`src/rtl/kpn_join_module.sv`:
```
// Two-input deterministic KPN join: rebuilds one token stream by reading
// channel 1 and channel 2 strictly alternately with blocking-read semantics.
// The output is a single registered token slot with valid/ready handshake.
module kpn_join_module #(
    parameter int   WIDTH      = 16,
    parameter logic START_PORT = 1'b0
) (
    input  logic             clk,
    input  logic             reset,
    input  logic [WIDTH-1:0] in1_data,
    input  logic             in1_valid,
    output logic             in1_ready,
    input  logic [WIDTH-1:0] in2_data,
    input  logic             in2_valid,
    output logic             in2_ready,
    output logic [WIDTH-1:0] out_data,
    output logic             out_valid,
    input  logic             out_ready,
    output logic             expect_port,
    output logic [15:0]      token_count
);

    // SEL1: blocking read on channel 1, SEL2: blocking read on channel 2
    typedef enum logic {
        SEL1 = 1'b0,
        SEL2 = 1'b1
    } state_t;

    localparam state_t START_STATE = START_PORT ? SEL2 : SEL1;

    state_t           r_state;
    logic [WIDTH-1:0] r_out_data;
    logic             r_out_valid;
    logic [15:0]      r_token_count;

    logic w_slot_free;
    logic w_accept1;
    logic w_accept2;
    logic w_out_hs;

    // The slot can take a new token when empty or when its token leaves this cycle.
    assign w_slot_free = !r_out_valid || out_ready;

    // Only the expected channel ever sees ready; readies are held low during reset.
    assign in1_ready = !reset && (r_state == SEL1) && w_slot_free;
    assign in2_ready = !reset && (r_state == SEL2) && w_slot_free;

    assign w_accept1 = in1_valid && in1_ready;
    assign w_accept2 = in2_valid && in2_ready;
    assign w_out_hs  = r_out_valid && out_ready;

    assign out_data    = r_out_data;
    assign out_valid   = r_out_valid;
    assign expect_port = (r_state == SEL2);
    assign token_count = r_token_count;

    // Read-channel FSM with the registered output slot and delivered-token counter.
    always_ff @(posedge clk) begin
        if (reset) begin
            r_state       <= START_STATE;
            r_out_data    <= '0;
            r_out_valid   <= 1'b0;
            r_token_count <= 16'd0;
        end else begin
            if (w_accept1) begin
                r_out_data  <= in1_data;
                r_out_valid <= 1'b1;
                r_state     <= SEL2;
            end else if (w_accept2) begin
                r_out_data  <= in2_data;
                r_out_valid <= 1'b1;
                r_state     <= SEL1;
            end else if (w_out_hs) begin
                r_out_valid <= 1'b0;
            end

            if (w_out_hs) begin
                r_token_count <= r_token_count + 16'd1;
            end
        end
    end

endmodule
```
`config.mk`:
```
export PLATFORM = sky130hd
export DESIGN_NAME = kpn_join_module
export DESIGN_NICKNAME = d
export VERILOG_FILES = /design/src/rtl/kpn_join_module.sv
export SDC_FILE = /design/constraint.sdc
export NUM_CORES = 1
export LEC_CHECK = 0
export ABC_AREA = 1
export BUFFER_PORTS_ARGS = -buffer_cell sky130_fd_sc_hd__buf_2
export CAP_MARGIN = 20
export CORE_UTILIZATION = 45
export CTS_CLUSTER_DIAMETER = 50
export DETAILED_ROUTE_END_ITERATION = 10
export GPL_TIMING_DRIVEN = 0
export PLACE_DENSITY = 0.77
export RECOVER_POWER = 50
export SYNTH_ARGS = -nofsm -noshare
export SYNTH_HDL_FRONTEND = slang
export SYNTH_SLANG_ARGS = --single-unit
```
`constraint.sdc`:
```
create_clock -name clk -period 1.4 [get_ports clk]
set_input_delay 0.28 -clock clk [delete_from_list [all_inputs] [get_ports clk]]
set_output_delay 0.28 -clock clk [all_outputs]
set_load 0.02 [all_outputs]
```
# After elaboration in Yosys (flattened, before gate mapping)
# Cells that the tools add are included.
[op_classes]
n_addsub = 1
mul = 0
div_mod_pow = 0
order_cmp = 0
n_eq_ne = 0
shift = 0
n_mux = 7
bitwise = 1
n_reduce_logical = 12
[ops]
columns = ["operator", "n"]
rows = [
  ["$mux W16", 2],
  ["$add A16 B1 Y16 const B", 1],
  ["$logic_and A1 B1 Y1", 7],
  ["$mux W1", 5],
  ["$reduce_bool A3 Y1", 1],
  ["$logic_not A1 Y1", 2],
  ["$reduce_bool A2 Y1", 1],
  ["$logic_or A1 B1 Y1", 1],
  ["$not A1 Y1", 1],
]
[totals]
regBits = 34
latchBits = 0
ramBits = 0
rom_bits = 0
inputBits = 37
out_inout_bits = 36
wordCells = 25
memories = 0

# Depth between registers and ports, before layout
# Gate-level depths: netlist of run 1.
[depth]
depth_word = 6
depth_mapped = 8
ltp_nobuf = 8

# Worst setup path after synthesis of run 1
# Ideal clock, no wire load.
[synth_path]
kind = "reg-to-reg"
start = "register r_token_count[0], in the netlist token_count[0]"
end = "register r_token_count[12], in the netlist token_count[12]"
setup_ns = 0.113
arrival_ns = 1.316
t_required_ns = 1.287
setup_slack_ns = -0.029
stages_incl_launch_ff = 9
n_path_buf = 0
synth_period_minus_slack_ns = 1.429
path_cell_list = "dfxtp_1 > ha_1 > nand2_1 > nor2_4 > nand3_1 > nor2_1 > nand2_1 > nand2_1 > nor2_1"
[synth_between]
elab_chain_len = 1
[synth_rtl]
columns = ["item", "line", "source"]
rows = [
  ["start: declaration", "34", "logic [15:0] r_token_count;"],
  ["start signal: assignment", "78", "r_token_count <= r_token_count + 16'd1;"],
  ["$add A16 B1 Y16", "78", ""],
]
# Every way passes these cells.
# A chain may end at the register's enable or synchronous reset.

# Worst setup path after layout of run 1
[layout_path]
start = "register r_out_valid, in the netlist out_valid"
end = "output in1_ready"
[layout_between]
elab_chain_len = 3
[layout_rtl]
columns = ["item", "line", "source"]
rows = [
  ["start: declaration", "33", "logic r_out_valid;"],
  ["start signal: assignment", "62", "r_out_valid <= 1'b0;"],
  ["start signal: assignment", "67", "r_out_valid <= 1'b1;"],
  ["start signal: assignment", "71", "r_out_valid <= 1'b1;"],
  ["$logic_not A1 Y1", "42", "assign w_slot_free = !r_out_valid || out_ready;"],
  ["$logic_or A1 B1 Y1", "42", ""],
  ["$logic_and A1 B1 Y1", "45", "assign in1_ready = !reset && (r_state == SEL1) && w_slot_free;"],
  ["end: declaration", "12", "output logic in1_ready,"],
]
# Every way passes these cells.

==> summary.md, run 1 <==
| Metric | Value |
|---|---|
| Post-synth top cells | `nand2_1 (78), dfxtp_1 (34), inv_1 (34)` |
| Die area | `3930 µm²` |
| Fin Hold WS | `0.238 ns` |
| Post-Syn Area per Cell | `6.53 µm²` |
| Diodes inserted | `0` |
| Relative slew margins | `69.4%` |
| Clk buf depth | `2` |
| Die width | `62.7 µm` |
| Dominant synthesized flop cell | `dfxtp_1` |
| Skew-Pair Late Insertion Delay | `0.29 ns` |
| First-pass GRT wire length | `6870 µm` |
| Detail Route Antenna Nets | `0` |
| Dpl hpwl | `2940 µm` |
| Register area | `686 µm²` |
| Die Ht | `62.7 µm` |
| Most instantiated library cell after synthesis | `nand2_1` |
| CTS Buf Count | `5` |
| Peak supply drop | `0.494 mV` |
| IO Count | `73` |
| Fmax | `756 MHz` |
| Yosys top cell by area | `dfxtp_1` |
| Global route total overflow | `0` |
| Worst-path clk slew | `0.07 ns` |
| Final worst path period need | `1.32 ns` |
| CTS Hold Bufs | `0` |
| Slew of the pin with the lowest slew margin | `0.460 ns` |
| Placed cells | `372` |
| Leakage | `0.00108 µW` |
| Area growth syn-to-layout | `36.9%` |
| Mapped Cells | `254` |
| # rows | `21` |
| Final period util | `94.4%` |
| Finished Layout Cells | `389` |
| Syn_nets | `292` |
| Critical path fanouts, max | `3` |
| Worst Path Class, Setup | `register to output pin` |
| Vias per inst | `4.72` |
| Layout cell share with drive strength beyond 1 | `24.5%` |
| Status | `finished clean` |
| # DRC | `0` |
| I/O Buffers | `72` |
| Final Hold Viols | `0` |
| Initial antenna violation count | `0` |
| Critical Path AT | `1.04 ns` |
| Htree depth | `2` |
| Area share of the largest cell type after synthesis | `41.0%` |
| Iteration count of the initial detailed-routing pass | `4` |
| Area contributors post-synth | `dfxtp_1 (41%), nand2_1 (18%), inv_1 (7.7%)` |
| Sequential area share after synthesis | `41.0%` |
| Worst Skew | `0.00679 ns` |
| Number of global-route vias before repair | `1,663` |
| CTS tree | `yes` |
| Ys async rst share | `0%` |
| Synth warnings | `0` |
| Max cap viols | `0` |
| Routed WL | `4220 µm` |
| Largest net degree at the start of global routing | `11` |
| Fill cells | `345` |
| Core Box Area | `3440 µm²` |
| Number of synthesized flops with an enable pin | `0` |
| Final nets | `381` |
| #FFs+latches synth | `34` |
| Critical Path RT | `1.12 ns` |
| WL per Instance | `10.8 µm` |
| Initial Utilization | `48.2%` |
| Pins Over Slew Limit | `0` |
| Final GP Congestion | `0.871` |
| Fin area | `2270 µm²` |
| CTS sink cnt | `34` |
| CP Capture Type | `output pin` |
| HP Class | `input port to register` |
| Post-DP Area | `2080 µm²` |
| Footprint of the multi-input gates | `840 µm²` |
| Iter 0 DRT Violations | `148` |
| Overall routing resource usage | `22.7%` |
| Startpoint types | `register` |
| Root Driver | `clkbuf_8` |
| Pwr/cell area | `946 nW/µm²` |
| Via count of the routed design | `1,838` |
| Post-Syn Area | `1660 µm²` |
| Setup Viol. Count Final | `0` |
| Synth unique cells | `27` |
-- sequential cells by signal (all words and copies together) (netlist names) --
register     cells
out_data        16
token_count     16
expect_port      1
out_valid        1
-- kinds of logic (layout without fill, tap and decap cells) --
family / Yosys count / in the layout / synth area share [%]
simple gates: 125 / 125 / 31.7
flops: 34 / 34 / 41.0
buf+inv: 45 / 134 / 11.2
compound gates: 48 / 48 / 14.8
xor+xnor: 1 / 1 / 0.528
fa+ha+maj: 1 / 1 / 0.754
-- path summary, 6_finish.rpt --
kind | from | to | slack, ns | cells after the start
worst min-delay path | reset | token_count[4]$_SDFFE_PP0P_ | 0.24 | 2
worst max-delay path | out_valid$_SDFFE_PP0P_ | in1_ready | 0.08 | 4
worst min register to register | out_data[13]$_SDFFE_PP0P_ | out_data[13]$_SDFFE_PP0P_ | 0.46 | 2
worst max register to register | out_valid$_SDFFE_PP0P_ | token_count[5]$_SDFFE_PP0P_ | 0.09 | 6
-- worst max-delay path, cell delays in order (launching register included) --
cell	delay [ns]
dfxtp_2	0.32
nand2_2	0.09
inv_2	0.05
nor3_2	0.13
buf_4	0.17
-- layout make-up --
| cell class | count | area share [%] |
|---|---|---|
| sequential | 34 | 30.2 |
| inverter | 37 | 6.23 |
| tap | 46 | 2.53 |
| clock buffer | 7 | 3.36 |
| timing repair buffer | 83 | 18.0 |
| multi-input combinational | 175 | 37.0 |
| buffer | 7 | 2.70 |
-- per-stage QoR --
stage	util [%]	total power (µW)	setup slack [ns]	setup TNS [ns]
finish	66.0	2150	0.0781	0
global route	66.0	2250	-0.0543	-0.0543
CTS	63.5	2140	0.00708	0
detailed placement	60.4	1440	-0.184	-0.213
global placement	60.4	1430	-0.171	-0.186
floorplan	-	1300	0.0760	0
-- layout by cell type (no fill, tap or decap) --
cell type	n
buf_2	42
a21o_1	1
o21ai_0	5
buf_6	5
ha_1	1
and3_1	1
clkbuf_2	1
inv_2	3
dfxtp_2	4
dfxtp_1	30
nor3_2	1
nand2_4	1
a21oi_1	25
nand2_2	3
nand3_1	9
clkbuf_8	5
inv_4	1
xor2_1	1
o21ai_1	16
nor2_4	3
nor2_1	21
clkbuf_1	33
nor3_1	2
nand3_4	2
nor3b_1	1
nand4_1	3
buf_4	11
nand2_1	76
nor2_2	2
a211oi_1	1
inv_1	33
-- power by group --
group	switching [µW]	internal, µW	total, µW
clock	343	342	685
sequential	29.1	1010	1040
combinational	250	172	422
total	622	1530	2150
-- per-layer routing --
layer / GRT usage (%) / vias to the layer above / share of wire (%) / routed length [µm]
met4: 10.5 / 0 / 1.7 / 72
met3: 7.66 / 6 / 6.9 / 292
li1: - / 974 / - / -
met1: 24.5 / 788 / 43 / 1800
met2: 39.5 / 70 / 49 / 2060
met5: 0 / - / 0 / 0
-- timing repair --
item	CTS	global route
endpoints found under the hold margin	0	0
cloned	0	1
setup buffers	2	8
resized for setup	7	24
pin swaps	2	6
endpoints found under the setup margin	2	26
No activity file was read; power rests on OpenSTA's default activity.
==> inputs of run 2 (changes only) <==
- CORE_MARGIN: not set -> 3
- CORE_UTILIZATION: 45 -> 42
- PLACE_DENSITY: 0.77 -> 0.75
- clock period: 1.4 -> 1.1 ns (I/O delays scaled with it)
==> summary.md, run 2 (synthesis gave the netlist of run 1 again) <==
| Metric | Value |
|---|---|
| Violated checks | `negative setup slack` |
| Die Ht | `68.9 µm (was 62.7 µm)` |
| CTS Buf Count | `5 (unchanged)` |
| Startpoint types | `register (unchanged)` |
| Fin Hold WS | `0.255 ns (was 0.238 ns)` |
| Pwr/cell area | `1150 nW/µm² (was 946 nW/µm²)` |
| Area growth syn-to-layout | `62.1% (was 36.9%)` |
| Fill cells | `324 (was 345)` |
| Critical path fanouts, max | `6 (was 3)` |
| Final worst path period need | `1.32 ns` |
| Htree depth | `2 (unchanged)` |
| Leakage | `0.00131 µW (was 0.00108 µW)` |
| Most frequent cells in the layout | `nand2_1 (61), buf_2 (56), inv_1 (30) (was nand2_1 (76), buf_2 (42), inv_1 (33), clkbuf_1 (33), dfxtp_1 (30))` |
| Fmax | `760 MHz` |
| Initial antenna violation count | `0 (unchanged)` |
| Number of global-route vias before repair | `1,724 (was 1,663)` |
| Hold path start | `reset (unchanged)` |
| Die width | `68.9 µm (was 62.7 µm)` |
| Relative slew margins | `62.6% (was 69.4%)` |
| Place WS | `-0.426 ns (was -0.184 ns)` |
| Worst Skew | `0.00221 ns (was 0.00679 ns)` |
| Final period util | `120%` |
| Iteration count of the initial detailed-routing pass | `4 (unchanged)` |
| Peak supply drop | `0.737 mV (was 0.494 mV)` |
| Worst r2r src | `out_valid$_SDFFE_PP0P_ (unchanged)` |
| CTS tree | `yes (unchanged)` |
| Setup Viol. Count Final | `34 (was 0)` |
| Most common cell after layout, fill and taps aside | `nand2_1 (unchanged)` |
| Vias per inst | `4.83 (was 4.72)` |
| Final setup TNS | `-4.86 ns (was 0 ns)` |
| Initial Utilization | `44.3% (was 48.2%)` |
| # DRC | `0 (unchanged)` |
| Die area | `4740 µm² (was 3930 µm²)` |
| Status | `complete, but fails checks (was finished clean)` |
| Unrepaired setup endpoints after global routing | `yes` |
| Skew-Pair Late Insertion Delay | `0.28 ns (was 0.29 ns)` |
| Final nets | `388 (was 381)` |
| Final Hold Viols | `0 (unchanged)` |
| R2R Setup Slk | `-0.22 ns (was 0.09 ns)` |
| Layout cell share with drive strength beyond 1 | `49.9% (was 24.5%)` |
| I/O Buffers | `72 (unchanged)` |
| Depth of the most critical reg-to-reg path | `7 (was 6)` |
| Iter 0 DRT Violations | `154 (was 148)` |
| CP Capture Type | `register (was output pin)` |
| Fin worst setup slack | `-0.216 ns (was 0.0781 ns)` |
| CTS sink cnt | `34 (unchanged)` |
| Max cap viols | `0 (unchanged)` |
| Worst Path Class, Setup | `register to register (was register to output pin)` |
| Via count of the routed design | `1,926 (was 1,838)` |
| WL per Instance | `12.3 µm (was 10.8 µm)` |
| Routed WL | `4930 µm (was 4220 µm)` |
| Critical Path RT | `1.24 ns (was 1.12 ns)` |
| Diodes inserted | `0 (unchanged)` |
| Final GP Congestion | `0.748 (was 0.871)` |
| Global route total overflow | `0 (unchanged)` |
| Critical Path AT | `1.46 ns (was 1.04 ns)` |
| HP Class | `input port to register (unchanged)` |
| IO Count | `73 (unchanged)` |
| Root Driver | `clkbuf_8 (unchanged)` |
| Pins Over Slew Limit | `0 (unchanged)` |
| Overall routing resource usage | `21.0% (was 22.7%)` |
| Largest net degree at the start of global routing | `11 (unchanged)` |
| Final total power | `3090 µW (was 2150 µW)` |
| # rows | `22 (was 21)` |
| Hold Path Stages | `2 (unchanged)` |
| Clk buf depth | `2 (unchanged)` |
| First-pass GRT wire length | `7500 µm (was 6870 µm)` |
| Detail Route Antenna Nets | `0 (unchanged)` |
| Worst-path clk slew | `0.07 ns (about the same)` |
| Slew of the pin with the lowest slew margin | `0.561 ns (was 0.460 ns)` |
| Core Box Area | `3740 µm² (was 3440 µm²)` |
| End of the worst hold path | `token_count[4]$_SDFFE_PP0P_ (unchanged)` |
| R2R Path End | `out_data[5]$_SDFFE_PP0P_ (was token_count[5]$_SDFFE_PP0P_)` |
| Dpl hpwl | `3170 µm (was 2940 µm)` |
[run 2: worst max-delay path by stage]
stage | from | end | slack (ns) | cells after the start
global placement | reset | in2_ready | -0.43 | 6
finish | out_valid$_SDFFE_PP0P_ | out_data[5]$_SDFFE_PP0P_ | -0.22 | 7
floorplan | token_count[1]$_SDFFE_PP0P_ | token_count[12]$_SDFFE_PP0P_ | -0.13 | 8
detailed placement | reset | in2_ready | -0.43 | 6
CTS | out_valid$_SDFFE_PP0P_ | in1_ready | -0.17 | 4
global route | out_valid$_SDFFE_PP0P_ | out_data[13]$_SDFFE_PP0P_ | -0.27 | 7
[run 2: worst max-delay path, stage by stage, from the launching register on]
cell,delay [ns]
dfxtp_4,0.36
nand2_4,0.10
nand4_1,0.23
nand2_8,0.20
inv_8,0.05
buf_6,0.13
nand2_1,0.05
a21oi_1,0.06
[run 2: repair_timing]
item	CTS	global route
hold buffers	0	0
setup buffers	12	3
endpoints found under the setup margin	28	40
pin swaps	7	12
cloned	2	0
resized for setup	35	54
[run 2: area by class of cell]
type / count / area, µm² / share of cell area [%]
Sequential cell: 34 / 717 / 26.7
Multi-Input combinational cell: 175 / 1030 / 38.4
Tap cell: 48 / 60.1 / 2.23
Timing Repair Buffer: 89 / 536 / 19.9
Clock buffer: 8 / 110 / 4.09
Inverter: 37 / 156 / 5.81
Buffer: 8 / 78.8 / 2.93
[run 2: power by group]
group	leakage [µW]	internal (µW)	switching [µW]
Sequential	0.000285	1280	49.2
Combinational	0.000963	303	377
Clock	0.0000575	632	448
Total	0.00131	2210	874
[run 2: per-stage QoR]
step / util (%) / cells / area (µm²)
after CTS: 66.8 / 396 / 2500
after global placement: 58.1 / 374 / 2180
after global routing: 71.9 / 399 / 2690
after floorplan: - / 254 / 1760
final: 71.9 / 399 / 2690
after detailed placement: 58.1 / 374 / 2180
[run 2: metal layers]
metal	track usage (%)	wire length [µm]	vias to the layer above
met5	0	0	-
met4	5.60	42	0
met3	6.32	338	6
met2	35.7	2480	68
met1	25.6	2070	863
li1	-	-	989
